[config.mk]
export PLATFORM = sky130hd
export DESIGN_NAME = cmp_result_monitor
export DESIGN_NICKNAME = d
export VERILOG_FILES = /design/src/rtl/cmp_result_monitor.sv
export SDC_FILE = /design/constraint.sdc
export NUM_CORES = 1
export LEC_CHECK = 0
export CAP_MARGIN = 20
export CORE_MARGIN = 2
export CORE_UTILIZATION = 30
export DETAILED_ROUTE_END_ITERATION = 10
export DONT_BUFFER_PORTS = 1
export GPL_TIMING_DRIVEN = 0
export PLACE_DENSITY = 0.54
export SLEW_MARGIN = 25
export SYNTH_ARGS = -nofsm -noshare
export SYNTH_HDL_FRONTEND = slang
export SYNTH_SLANG_ARGS = --single-unit
export TNS_END_PERCENT = 50
[constraint.sdc]
create_clock -name clk -period 2.2 [get_ports clk]
set_input_delay 0.11 -clock clk [delete_from_list [all_inputs] [get_ports clk]]
set_output_delay 0.11 -clock clk [all_outputs]
set_load 0.005 [all_outputs]
[src/rtl/cmp_result_monitor.sv]
// cmp_result_monitor
//
// Sits directly behind the 4-bit magnitude comparator. Each cycle it may
// accept one comparator result (eq / gt / sm) under in_valid. It checks that
// exactly one flag is set, tracks runs of consecutive same-direction results
// (A>B or A<B), and raises a latched alarm once a run reaches STREAK_LEN.
// The outputs feed the status/interrupt logic.
//
// Configuration macro: CMP_STATS_EN
//   defined   -> saturating per-type tally counters are built
//   undefined -> gt_cnt / eq_cnt / sm_cnt are tied to 0 (ports remain)
//
// Parameters:
//   STREAK_LEN  run length that trips the alarm, legal 1..15
//   CNT_W       width of the tally counters
//
// Ports:
//   clk        clock, all state changes on the rising edge
//   rst_n      asynchronous active-low reset
//   in_valid   eq/gt/sm carry a new result this cycle
//   eq/gt/sm   comparator flags (A==B, A>B, A<B)
//   clr        synchronous clear of alarm, err, streak and counters
//   out_valid  one-cycle pulse: an accepted result was processed
//   alarm      latched streak alarm
//   alarm_dir  direction of the alarm run: 1 = gt run, 0 = sm run
//   streak     current run length
//   err        sticky flag: a non-one-hot result was presented
//   gt_cnt     saturating count of accepted gt results
//   eq_cnt     saturating count of accepted eq results
//   sm_cnt     saturating count of accepted sm results

module cmp_result_monitor #(
    parameter int STREAK_LEN = 4,
    parameter int CNT_W      = 8
) (
    input  logic             clk,
    input  logic             rst_n,
    input  logic             in_valid,
    input  logic             eq,
    input  logic             gt,
    input  logic             sm,
    input  logic             clr,
    output logic             out_valid,
    output logic             alarm,
    output logic             alarm_dir,
    output logic [3:0]       streak,
    output logic             err,
    output logic [CNT_W-1:0] gt_cnt,
    output logic [CNT_W-1:0] eq_cnt,
    output logic [CNT_W-1:0] sm_cnt
);

    typedef enum logic [1:0] {
        IDLE   = 2'd0,
        RUN_GT = 2'd1,
        RUN_SM = 2'd2,
        ALARM  = 2'd3
    } state_t;

    localparam logic [3:0] STREAK_MAX = 4'(STREAK_LEN);

    state_t     state;
    logic       one_hot;
    logic       accept;
    logic       reject;
    logic [3:0] gt_len;
    logic [3:0] sm_len;

    // A sample is only looked at when clr is low; clr drops it entirely.
    always_comb begin
        one_hot = 1'b0;
        case ({eq, gt, sm})
            3'b100, 3'b010, 3'b001: one_hot = 1'b1;
            default:                one_hot = 1'b0;
        endcase
        accept = in_valid & ~clr & one_hot;
        reject = in_valid & ~clr & ~one_hot;
    end

    // Run length the incoming sample would produce: it extends the current
    // run when the direction matches, otherwise it starts a new run of 1.
    always_comb begin
        gt_len = (state == RUN_GT) ? streak + 4'd1 : 4'd1;
        sm_len = (state == RUN_SM) ? streak + 4'd1 : 4'd1;
    end

    // Run-tracking FSM with registered outputs. ALARM is absorbing: only
    // clr or reset leaves it, so alarm/alarm_dir/streak hold there.
    always_ff @(posedge clk or negedge rst_n) begin
        if (!rst_n) begin
            state     <= IDLE;
            out_valid <= 1'b0;
            alarm     <= 1'b0;
            alarm_dir <= 1'b0;
            streak    <= 4'd0;
            err       <= 1'b0;
        end else if (clr) begin
            state     <= IDLE;
            out_valid <= 1'b0;
            alarm     <= 1'b0;
            alarm_dir <= 1'b0;
            streak    <= 4'd0;
            err       <= 1'b0;
        end else begin
            out_valid <= accept;
            if (reject) begin
                err <= 1'b1;
            end
            if (accept && state != ALARM) begin
                if (eq) begin
                    state  <= IDLE;
                    streak <= 4'd0;
                end else if (gt) begin
                    streak <= gt_len;
                    if (gt_len == STREAK_MAX) begin
                        state     <= ALARM;
                        alarm     <= 1'b1;
                        alarm_dir <= 1'b1;
                    end else begin
                        state <= RUN_GT;
                    end
                end else begin
                    streak <= sm_len;
                    if (sm_len == STREAK_MAX) begin
                        state     <= ALARM;
                        alarm     <= 1'b1;
                        alarm_dir <= 1'b0;
                    end else begin
                        state <= RUN_SM;
                    end
                end
            end
        end
    end

`ifdef CMP_STATS_EN
    localparam logic [CNT_W-1:0] CNT_MAX = {CNT_W{1'b1}};

    // Per-type tallies of accepted samples; they stick at all-ones.
    always_ff @(posedge clk or negedge rst_n) begin
        if (!rst_n) begin
            gt_cnt <= '0;
            eq_cnt <= '0;
            sm_cnt <= '0;
        end else if (clr) begin
            gt_cnt <= '0;
            eq_cnt <= '0;
            sm_cnt <= '0;
        end else if (accept) begin
            if (gt && gt_cnt != CNT_MAX) begin
                gt_cnt <= gt_cnt + CNT_W'(1);
            end
            if (eq && eq_cnt != CNT_MAX) begin
                eq_cnt <= eq_cnt + CNT_W'(1);
            end
            if (sm && sm_cnt != CNT_MAX) begin
                sm_cnt <= sm_cnt + CNT_W'(1);
            end
        end
    end
`else
    assign gt_cnt = '0;
    assign eq_cnt = '0;
    assign sm_cnt = '0;
`endif

endmodule

==> out/results.txt, run 1 <==
outcome = complete, no violations
Max-cap violations = 0
most frequent cells in the layout = buf_4, conb_1, dfrtp_1
Mapped Area = 766 µm²
storage element area = 250 µm²
Initial Util = 31.2%
Final Wtd Congestion = 0.710
worst skew pair latency = 0.27 ns
sum of negative setup slack = 0 ns
Core Area = 2450 µm²
Starting DRT DRC Count = 7
H-tree levels = 1
# rows = 18
Mapped Cells = 82
peak supply drop = 0.000239 V
# DRC = 0
die height = 54.5 µm
GRT overflow = 0
initial antenna violation count = 0
fmax = 0.655 GHz
total die area = 2970 µm²
average size of a mapped cell = 9.34 µm²
Area Growth Syn to Fin = 26.1%
setup violators final = 0
I/O Buffers = 0
TritonCTS clock tree = done
fraction of layout cells with a size suffix above 1 = 28.3%
Longest Clk Path Bufs = 2
post-synthesis sequential area ratio = 32.7%
warnings from Yosys = 0
Multi-input gate area = 388 µm²
Die W = 54.5 µm
CTS buffer count = 3
Routed Antenna Nets = 0
CP endpoint kind = flip-flop
Vias/cell = 4.05
first-pass GRT wire length = 2060 µm
WL/cell = 9.38 µm
clk sink count = 10
top-area cell type share of the netlist area = 32.7%
Max Slew Vio Count = 0
DR vias = 579
ant diodes = 0
critical path peak fanout = 6
Final Critical Period = 1.53 ns
pre-CTS WS = 0.682 ns
Post-DP HPWL = 1050 µm
endpoints failing hold = 0
CP required = 2.35 ns
drt total wl = 1340 µm
setup bufs post-CTS = 0
layout net count = 122
Worst-path clk slew = 0.07 ns
startpoint types = flip-flop
1st-pass router iterations = 2
synth top area cells = dfrtp_1, buf_4, buf_6
Worst R2R Setup Slack = 0.67 ns
critical path type = reg2reg
clock skew = 0.00187 ns
Root Driver = clkbuf_4
vias in the first global route = 494
Tot GR Track Use = 10.1%
arrival time worst endpoint = 1.68 ns
Final Cycle Share = 69.4%
Synth area leader = dfrtp_1
Setup WS post-layout = 0.674 ns
post-synthesis register bit count = 10
Cell variety after synth = 30
largest net degree at the start of global routing = 11
RSZ-0062 raised after global routing = no
Fillers = 245
Pleak = 0.517 nW
Power Density = 467 nW/µm²
# IOs = 39
worst min path class = in2reg
[area by class of cell]
class | count | area share, %
Timing Repair Buffer | 4 | 4.15
Sequential cell | 10 | 25.9
Clock buffer | 4 | 3.76
Inverter | 3 | 1.17
Buffer | 26 | 21.0
Multi-Input combinational cell | 66 | 40.2
Tap cell | 30 | 3.89
[worst max-delay path: stages (launching register included)]
cell      delay, ns
dfrtp_1        0.46
ha_1           0.26
nand2b_1       0.09
o22ai_1        0.09
and3_1         0.17
a221o_1        0.35
[Yosys cell counts]
cell type / n
xnor2_1: 1
a32o_1: 2
nand2b_1: 3
dfrtp_1: 10
o211ai_2: 1
mux2i_1: 1
nand3_1: 3
o22ai_1: 1
inv_1: 3
buf_6: 2
a22o_1: 1
nor3b_1: 1
and3_1: 2
a21oi_1: 1
nand3b_1: 2
nor2b_1: 2
conb_1: 1
nor2_1: 2
nand2_1: 3
xor2_2: 1
nand4_1: 1
and2_1: 2
o21ai_1: 3
o2bb2ai_1: 1
ha_1: 1
o21ai_0: 2
xor2_1: 2
a221o_1: 2
buf_4: 24
a21boi_1: 1
[metrics by stage]
stage	instance area [µm²]	power (mW)	std cells	util, %	hold slack [ns]
6_report	966	0.451	143	39.3	0.0555
2_1_floorplan	852	0.266	105	-	-0.186
4_1_cts	966	0.454	143	39.3	0.0535
5_1_grt	966	0.483	143	39.3	0.0494
3_3_place_gp	890	0.272	135	36.2	-0.185
3_5_place_dp	890	0.273	135	36.2	-0.185
[path summary, 6_finish.rpt]
kind,start,endpoint,cells past startpoint
min,clr,streak[1],3
max reg2reg,streak[0],state[0],5
max,streak[0],state[0],5
min reg2reg,alarm,alarm,2
min in group asynchronous,rst_n,err,1
max in group asynchronous,rst_n,streak[3],1
[flip-flops by register name, summed over array words and instances (netlist names)]
name / cells
alarm_dir: 1
streak: 4
state: 2
alarm: 1
out_valid: 1
err: 1
[metal layers]
layer / wire [µm] / vias to the layer above / GRT usage (%) / share of wire (%)
met4: 8 / 0 / 6.25 / 0.60
met3: 141 / 2 / 4.64 / 11
met2: 566 / 27 / 13.7 / 42
met1: 626 / 258 / 13.0 / 47
met5: 0 / - / 0 / 0
li1: - / 292 / - / -
[power by group]
group	switching, mW	total (mW)	internal (mW)
registers	0.00544	0.194	0.188
clock network	0.0696	0.170	0.100
logic	0.0382	0.0872	0.0490
[logic make-up after synthesis]
kind of cell               count (synthesis)  share of synthesized area (%)
DFF                                       10                           32.7
xor gates and xnor gates                   4                           5.56
AOI/OAI and AO/OA                         15                           14.9
buffers and inverters                     29                           27.9
muxes                                      1                           1.31
adders and majority gates                  1                           1.63
other                                      1                          0.490
and+or+nand+nor                           21                           15.5
[what timing repair did]
| item | CTS | global route |
|---|---|---|
| hold buffers | 4 | 0 |
| endpoints found under the hold margin | 13 | 0 |
| gates resized for setup | 0 | 0 |
Note: power is estimated with default switching activity, not from simulation.
==> run 2, diff against run 1 <==
- clock period: 2.2 -> 1.5 ns (I/O delays scaled with it)
==> out/results.txt, run 2 (synthesis results as in run 1) <==
outcome = complete, no violations
Root Driver = clkbuf_4
total die area = 2970 µm² (unchanged)
Area Growth Syn to Fin = 29.4%
clock skew = 0.00285 ns (+0.000980 ns)
Buf+Inv Stages, Crit Path = 0 (unchanged)
Core Area = 2450 µm² (unchanged)
I/O Buffers = 0 (unchanged)
CP required = 1.65 ns (-0.70 ns)
most frequent cells in the layout = buf_4, conb_1, dfrtp_1
H-tree levels = 1 (unchanged)
# IOs = 39 (unchanged)
setup violators final = 0 (unchanged)
largest net degree at the start of global routing = 11 (unchanged)
Initial Util = 31.2% (unchanged)
Setup WS post-layout = 0.0439 ns (-0.630 ns)
WL/cell = 9.69 µm (+3.3%)
first-pass GRT wire length = 2060 µm (+0.34%)
CP endpoint kind = flip-flop
vias in the first global route = 496 (+0.40%)
Final Critical Period = 1.46 ns (-0.0700 ns)
Vias/cell = 4.10 (+1.4%)
Max Slew Vio Count = 0 (unchanged)
fmax = 0.687 GHz (+4.8%)
Pleak = 0.515 nW (-0.26%)
Starting DRT DRC Count = 6 (-1)
RSZ-0062 raised after global routing = yes
Longest Clk Path Bufs = 2 (unchanged)
critical path peak fanout = 6 (unchanged)
worst-path cell chain = ha_4 > nand2b_1 > o22ai_1 > and3_1 > a221o_1
CP max stage delay = 0.47 ns (about the same)
worst min path class = in2reg
Tot GR Track Use = 10.1% (unchanged)
Worst-path clk slew = 0.07 ns (about the same)
Max-cap violations = 0 (unchanged)
peak supply drop = 0.000340 V (+42%)
clk sink count = 10 (unchanged)
Routed Antenna Nets = 0 (unchanged)
Final Cycle Share = 97.1% (+28 points)
1st-pass router iterations = 3 (+1)
die height = 54.5 µm (unchanged)
arrival time worst endpoint = 1.61 ns (-0.07 ns)
Largest Register = streak
# rows = 18 (unchanged)
initial antenna violation count = 0 (unchanged)
critical path type = reg2reg
Post-DP HPWL = 1050 µm (unchanged)
Regs by FF count = streak x4, state x2
# DRC = 0 (unchanged)
DR vias = 587 (+1.4%)
drt total wl = 1390 µm (+3.3%)
Die W = 54.5 µm (unchanged)
WHS = 0.0277 ns (-0.0277 ns)
Pwr Total = 663 µW (+47%)
max reg flops = 4 (unchanged)
sum of negative setup slack = 0 ns (unchanged)
GRT overflow = 0 (unchanged)
crit path max-delay cell type = dfrtp_2
pre-CTS WS = -0.0180 ns (-0.700 ns)
delay-heaviest family, CP = flip-flops
setup bufs post-CTS = 0 (unchanged)
worst skew pair latency = 0.26 ns (about the same)
TritonCTS clock tree = done
Final Wtd Congestion = 0.710 (unchanged)
CTS buffer count = 3 (unchanged)
fraction of layout cells with a size suffix above 1 = 33.6% (+5.3 points)
layout net count = 122 (unchanged)
startpoint types = flip-flop
endpoints failing hold = 0 (unchanged)
ant diodes = 0 (unchanged)
Power Density = 669 nW/µm² (+43%)
-- run 2: cell counts in the layout (fill, tap and decap cells not counted) --
Identical to the previous run, type by type.
-- run 2: metrics by stage --
| stage | instance area, µm² | instances | utilization [%] |
|---|---|---|---|
| after floorplan | 852 | 105 | - |
| after global placement | 890 | 135 | 36.2 |
| after detailed placement | 890 | 135 | 36.2 |
| after CTS | 975 | 143 | 39.7 |
| after global routing | 991 | 143 | 40.4 |
| final | 991 | 143 | 40.4 |
-- run 2: metal layers --
| metal | GRT usage [%] | wire, µm |
|---|---|---|
| met1 | 13.0 | 651 |
| met2 | 13.7 | 602 |
| met3 | 4.64 | 132 |
| met4 | 6.25 | 0 |
| met5 | 0 | 0 |
-- run 2: final cells by class --
cell class                 instances  area (µm²)
multi-input combinational         66         410
sequential                        10         253
buffer                            26         203
inverter                           3        11.3
clock buffer                       4        36.3
fill                             245        1460
tap                               30        37.5
timing repair buffer               4        40.0
-- run 2: worst paths after layout --
path	endpoint	from	slack, ns	cells after the start
worst min register to register	alarm	alarm	0.56	2
max in group asynchronous	streak[1]	rst_n	0.94	1
min in group asynchronous	err	rst_n	0.20	1
worst max-delay path	state[0]	streak[0]	0.04	5
worst max register to register	state[0]	streak[0]	0.04	5
worst min-delay path	streak[1]	clr	0.03	3
-- run 2: report_power, final --
part / total [mW] / leakage, nW / switching, mW / internal [mW]
Combinational: 0.132 / 0.360 / 0.0569 / 0.0750
Clock: 0.245 / 0.0210 / 0.0978 / 0.147
Sequential: 0.286 / 0.134 / 0.00905 / 0.277
-- run 2: tightest hold or removal path: cells and delay by family --
family                 cells  cell delay [ns]
AO/OA/AOI/OAI              1             0.05
AND/OR/NAND/NOR            1             0.07
buffers and inverters      1             0.06
-- run 2: repair_timing --
item | CTS | global route
hold buffers | 4 | 0
hold endpoints to repair | 13 | 0
pin swaps | 0 | 3
setup endpoints to repair | 2 | 3
resized for setup | 4 | 3
